## config.mk

```make
export PLATFORM = sky130hd
export DESIGN_NAME = bof_range_buffer
export DESIGN_NICKNAME = d
export VERILOG_FILES = /design/src/rtl/bof_range_buffer.sv
export SDC_FILE = /design/constraint.sdc
export NUM_CORES = 2
export LEC_CHECK = 0
export ABC_AREA = 1
export CORE_MARGIN = 2
export CORE_UTILIZATION = 63
export CTS_CLUSTER_SIZE = 24
export DETAILED_ROUTE_END_ITERATION = 6
export GPL_ROUTABILITY_DRIVEN = 0
export PLACE_DENSITY_LB_ADDON = 0.3
export REMOVE_ABC_BUFFERS = 1
export SYNTH_ARGS = -nofsm -noshare
export SYNTH_HDL_FRONTEND = slang
export SYNTH_HIERARCHICAL = 1
export SYNTH_SLANG_ARGS = --single-unit
```

## constraint.sdc

```tcl
create_clock -name clk_i -period 3.75 [get_ports clk_i]
set_clock_uncertainty 0.05 [all_clocks]
set_input_delay 0.75 -clock clk_i [delete_from_list [all_inputs] [get_ports clk_i]]
set_output_delay 0.75 -clock clk_i [all_outputs]
set_load 0.01 [all_outputs]
```

## src/rtl/bof_range_buffer.sv

```systemverilog
// Bounds-overflow range buffer: small ring of [first,last] address ranges with
// a zero-latency, lowest-index-wins containment lookup.

// One stored entry's comparators: containment for lookup, exact match for duplicate rejection.
module bof_range_cmp #(
    parameter int AW = 32
) (
    input  logic          valid,
    input  logic [AW-1:0] first,
    input  logic [AW-1:0] last,
    input  logic [AW-1:0] find_addr,
    input  logic [AW-1:0] wr_first,
    input  logic [AW-1:0] wr_last,
    output logic          hit,
    output logic          dup
);
    assign hit = valid && (first <= find_addr) && (find_addr <= last);
    assign dup = valid && (first == wr_first) && (last == wr_last);
endmodule

module bof_range_buffer #(
    parameter int DEPTH = 8,
    parameter int AW    = 32
) (
    input  logic                     clk_i,
    input  logic                     rst_ni,
    input  logic                     clr_i,
    input  logic                     wr_en_i,
    input  logic [AW-1:0]            addr_first_i,
    input  logic [AW-1:0]            addr_last_i,
    input  logic [AW-1:0]            find_addr_i,
    output logic                     addr_in_range_o,
    output logic [$clog2(DEPTH)-1:0] hit_idx_o,
    output logic [AW-1:0]            read_o,
    output logic [AW-1:0]            read2_o,
    output logic [$clog2(DEPTH):0]   count_o,
    output logic                     wr_drop_o,
    output logic                     overwrite_o
);
    localparam int IW = $clog2(DEPTH);
    localparam int CW = IW + 1;

    logic [DEPTH-1:0]         valid_q;
    logic [DEPTH-1:0][AW-1:0] first_q;
    logic [DEPTH-1:0][AW-1:0] last_q;
    logic [IW-1:0]            wptr_q;
    logic [IW-1:0]            rd_ptr;
    logic [CW-1:0]            count_q;
    logic                     drop_q;
    logic                     ovw_q;

    logic [DEPTH-1:0]         hit_vec;
    logic [DEPTH-1:0]         dup_vec;
    logic                     wr_req;
    logic                     reject;
    logic                     accept;
    logic                     full;

    for (genvar g = 0; g < DEPTH; g++) begin : g_ent
        bof_range_cmp #(.AW(AW)) u_cmp (
            .valid     (valid_q[g]),
            .first     (first_q[g]),
            .last      (last_q[g]),
            .find_addr (find_addr_i),
            .wr_first  (addr_first_i),
            .wr_last   (addr_last_i),
            .hit       (hit_vec[g]),
            .dup       (dup_vec[g])
        );
    end

    // Clear outranks the write, so a write in a clear cycle produces no pulse.
    assign wr_req = wr_en_i && !clr_i;
    assign reject = wr_req && ((addr_first_i > addr_last_i) || (|dup_vec));
    assign accept = wr_req && !reject;
    assign full   = (count_q == CW'(DEPTH));

    always_ff @(posedge clk_i or negedge rst_ni) begin
        if (!rst_ni) begin
            valid_q <= '0;
            first_q <= '0;
            last_q  <= '0;
            wptr_q  <= '0;
            count_q <= '0;
            drop_q  <= 1'b0;
            ovw_q   <= 1'b0;
        end else if (clr_i) begin
            valid_q <= '0;
            wptr_q  <= '0;
            count_q <= '0;
            drop_q  <= 1'b0;
            ovw_q   <= 1'b0;
        end else begin
            drop_q <= reject;
            ovw_q  <= accept && full;
            if (accept) begin
                valid_q[wptr_q] <= 1'b1;
                first_q[wptr_q] <= addr_first_i;
                last_q[wptr_q]  <= addr_last_i;
                wptr_q          <= wptr_q + IW'(1);
                if (!full) count_q <= count_q + CW'(1);
            end
        end
    end

    // Descending scan so the lowest matching index is the one left standing.
    always_comb begin
        hit_idx_o = '0;
        for (int i = DEPTH - 1; i >= 0; i--) begin
            if (hit_vec[i]) hit_idx_o = IW'(i);
        end
    end

    assign addr_in_range_o = |hit_vec;
    assign rd_ptr          = wptr_q - IW'(1);
    assign read_o          = (count_q != '0) ? first_q[rd_ptr] : '0;
    assign read2_o         = (count_q != '0) ? last_q[rd_ptr]  : '0;
    assign count_o         = count_q;
    assign wr_drop_o       = drop_q;
    assign overwrite_o     = ovw_q;
endmodule
```

==> out/qor.yml, run 1 <==
clock-sinks: 529
yosysWarnings: 6
die_h_um: 272
dp.final_hpwl_um: 170000
cts-htree-levels: 2
syn_area_mm2: 0.0454
grt_max_degree: 133
grt_overflow: 132
netlist_instances: 6416
seq_area_frac_synth_pct: 29.2
io_buffers: 173
place_inst: 8176
tool.error: "[ERROR GRT-0116] Global routing finished with congestion. Check the congestion regions in the DRC Viewer."
initial_core_util_pct: 63.6
placementRows: 98
grt_pass1_wl_um: 410000
outcome: "stopped before the end"
io_pins: 174
ctsHoldBuffers: 0
lastStage: "5_1_grt"
synth_cell_type_count: 39
cts_buffer_depth: 3
numCtsBuffers: 58
fp.dieW_um: 272
synth-seq-cells: 529
grt_use_total_pct: 75.0
syn_avg_cell_area_um2: 7.07
cts_root_buffer: "clkbuf_16"
grt_pass1_vias: 61600
cell usage after synthesis (all sizes together):
master	number	area share (%)
and3b	8	0.15
and3	8	0.11
o22ai	160	2.2
dfrtp	529	29
clkbuf	82	0.68
xnor2	122	2.4
nor4	11	0.26
a211oi	32	0.53
clkinv	1	0.0083
o21a	30	0.50
xor2	42	0.81
o21ai	1007	12
a21oi	263	2.9
nand4	76	1.3
ha	548	15
a31oi	64	0.88
a21o	17	0.28
nor3	20	0.23
nand3	77	0.86
nor2	813	6.8
or2	8	0.11
a21boi	9	0.15
inv	870	7.2
buf	144	2.9
a22o	56	1.1
nand2	1419	12
layer usage:
layer,GRT usage [%],overflow
met1,75.8,6
met2,87.1,52
met3,65.4,2
met4,70.3,69
met5,40.5,3
logic make-up after synthesis:
| group | Yosys count | synth area share, % |
|---|---|---|
| flip-flops | 529 | 29.2 |
| adder cells (fa/ha/maj) | 548 | 15.1 |
| AND/OR/NAND/NOR | 2440 | 21.6 |
| XOR/XNOR | 164 | 3.17 |
| AO/OA/AOI/OAI | 1638 | 20.2 |
| buffers and inverters | 1097 | 10.8 |
what timing repair did:
item                       CTS
setup endpoints to repair   68
setup buffers               46
pin swaps                  129
resized for setup          570
cloned                      13
metrics by stage:
stage               setup slack [ps]  setup TNS [ps]  utilization [%]  area [µm²]
floorplan                     -11490        -3299070                -       43700
global placement               -1480         -119660             76.3       54500
detailed placement             -1520         -132670             76.3       54500
CTS                             -305           -1230             82.2       58600
==> run 2, diff against run 1 <==
--- a/config.mk
+++ b/config.mk
@@ -7,11 +7,10 @@
 export LEC_CHECK = 0
 export ABC_AREA = 1
 export CORE_MARGIN = 2
-export CORE_UTILIZATION = 63
-export CTS_CLUSTER_SIZE = 24
+export CORE_UTILIZATION = 40
 export DETAILED_ROUTE_END_ITERATION = 6
 export GPL_ROUTABILITY_DRIVEN = 0
-export PLACE_DENSITY_LB_ADDON = 0.3
+export PLACE_DENSITY_LB_ADDON = 0.15
 export REMOVE_ABC_BUFFERS = 1
 export SYNTH_ARGS = -nofsm -noshare
 export SYNTH_HDL_FRONTEND = slang
==> run 2 against run 1 <==
  * The flow now finishes, with violations (design-rule violations, negative setup slack)
  * Synthesized cell count unchanged
  * Synthesized area unchanged
==> out/qor.yml, run 2 <==
outcome: "complete, but fails checks"  # was stopped before the end
violations: "design-rule violations, negative setup slack"
fp.dieW_um: 341  # was 272 µm
synth_fa_ha_area_share_pct: 15.1  # unchanged
drive_gt1_share_pct: 22.5
seq_area_frac_synth_pct: 29.2  # unchanged
final_cell_mix: "nand2_1 (1339), buf_4 (920), inv_1 (844)"
synthMuxAreaShare_pct: 0  # unchanged
yosys-top-cells-area: "dfrtp_1 (29%), ha_1 (15%), nand2_1 (12%)"  # unchanged
critPathLaunchType: "register"
dieArea_mm2: 0.116
cp_data_arrival_time_ps: 3510
slew_violations: 0
synth_xor_area_share_pct: 3.17  # unchanged
syn_area_mm2: 0.0454  # unchanged
cts_root_buffer: "clkbuf_16"  # unchanged
wl_um: 258000
first_pass_iters: 7
nets: 8224
synth_top_area_cell: "dfrtp_1"  # unchanged
final_common_cell: "nand2_1"
grt_use_total_pct: 43.2
synth_top_family_by_area: "simple AND/OR/NAND/NOR gates"  # unchanged
io_buffers: 173  # unchanged
synth_top_area_share_pct: 29.2  # unchanged
dp.final_hpwl_um: 194000  # was 170000 µm
vias_per_cell: 5.88
relSlewSlack_pct: 40.7
layout_min_cycle_time_ps: 4310
yosysWarnings: 6  # unchanged
wl_per_cell_um: 28.2
netlist_top_cells_count: "nand2_1 (1418), inv_1 (854), nor2_1 (797), o21ai_0 (558), ha_1 (548)"  # unchanged
worst_skew_pair.late_latency_ps: 690
synthArstFlopShare_pct: 100  # unchanged
ys.flop_type: "dfrtp_1"  # unchanged
grt_max_degree: 109
synth_cell_type_count: 39  # unchanged
grt_pass1_vias: 49200
hold_violations: 0
drtIter0Drc: 8180
num_vias: 53800
crit_path_end_kind: "output pin"
drc: 140
cts-htree-levels: 3  # was 2
setup_violations: 15
tns_ps: -2760
syn_avg_cell_area_um2: 7.07  # unchanged
netlist_instances: 6416  # unchanged
ir_drop_uv: 359
finalWorstSetupSlack_ps: -565
rsz0062_at_grt: "yes"
critical_path_class: "reg -> out"
synth_compound_area_share_pct: 20.2  # unchanged
die_h_um: 341  # was 272 µm
coreArea_mm2: 0.112
grt_overflow: 0
cts_buffer_depth: 3  # unchanged
max_freq_ghz: 0.232
synth_edf_count: 0  # unchanged
top_regs: "first_q: 256 flops, last_q: 256 flops, valid_q: 8 flops"
whs_ps: 458
tightest_slew_ps: 883
max-cap-violations: 0
cts_tree: "done"
area_growth_pct: 36.8
path_max_fanout: 3
clock-sinks: 529  # unchanged
antenna_found_initial: 19
drtAntennaViolNets: 0
p_leak_nw: 30.9
yosysMostFrequentCell: "nand2_1"  # unchanged
hold_class: "reg -> reg"
timing.final.crit_share_pct: 115
initial_core_util_pct: 40.3  # was 63.6%
synth-simple-area-share_pct: 21.6  # unchanged
io_pins: 174  # unchanged
required_ps: 2950
placementRows: 123  # was 98
powerDensity_mw_per_mm2: 467
grt_pass1_wl_um: 358000
clk_pin_slew_ps: 60
numCtsBuffers: 68  # was 58
synth-seq-cells: 529  # unchanged
run 2: power by group:
part	switching, mW	internal, mW	total [mW]
sequential	1.08	6.72	7.81
combinational	8.79	5.43	14.2
clock	2.93	4.05	6.98
total	12.8	16.2	29.0
run 2: layout make-up:
cell class | count | area (µm²)
Multi-Input combinational cell | 4790 | 28800
Clock inverter | 26 | 372
Tap cell | 1500 | 1880
Antenna cell | 15 | 37.5
Timing Repair inverter | 2 | 17.5
Sequential cell | 529 | 13200
Inverter | 871 | 3320
Clock buffer | 96 | 1940
Timing Repair Buffer | 1314 | 12500
Fill cell | 10700 | 50400
run 2: cells by family after synthesis:
family	Yosys count
and+or+nand+nor	2440
AOI/OAI and AO/OA	1638
buffers and inverters	1097
adders and majority gates	548
DFF	529
xor gates and xnor gates	164
run 2: final timing paths:
check | startpoint | to | slack [ps] | cells after the start
max in group asynchronous | rst_ni | last_q[75] | 1850 | 4
worst min register to register | last_q[204] | last_q[204] | 460 | 2
worst max-delay path | first_q[198] | hit_idx_o[1] | -560 | 15
worst min-delay path | last_q[204] | last_q[204] | 460 | 2
min in group asynchronous | rst_ni | first_q[174] | 600 | 2
worst max register to register | first_q[90] | first_q[38] | 90 | 21
run 2: timing repair:
action,4_1_cts,5_1_grt
endpoints found under the setup margin,76,73
hold endpoints to repair,4,0
hold buffers,1,0
buffers inserted,62,37
gates cloned,21,6
resized for setup,537,303
pin swaps,103,101
run 2: per-stage QoR:
step                      cell area, µm²  cells  power [mW]  util [%]  worst slack, ps
after floorplan                    43700   6190        13.1         -           -11490
after global placement             56600   8893        19.6      50.3            -1850
after detailed placement           56600   8893        19.8      50.3            -1890
after CTS                          61100   9092        27.6      54.3             -408
after global routing               62000   9128        30.0      55.1             -617
final                              62100   9143        29.0      55.2             -565
run 2: worst max-delay path: stages, from the launching register on:
cell and delay (ps):
dfrtp_1 440, ha_4 300, nand2_4 50, nor2_4 120, nand4_1 200, buf_6 210
nor2_4 330, nand2_2 120, nand2_4 120, nand2_2 70, nor2_4 130, nor2_2 70
nor3_4 160, nor3_4 70, nor3_4 250, buf_2 190
run 2: layer usage:
| layer | vias up | wire length, µm | global-route usage, % |
|---|---|---|---|
| met5 | - | 184 | 0.694 |
| met4 | 14 | 26900 | 34.2 |
| met3 | 1200 | 36800 | 16.5 |
| met2 | 4067 | 102000 | 60.6 |
| met1 | 25000 | 92300 | 52.8 |
| li1 | 23600 | - | - |
(Power assumes the default switching activity.)
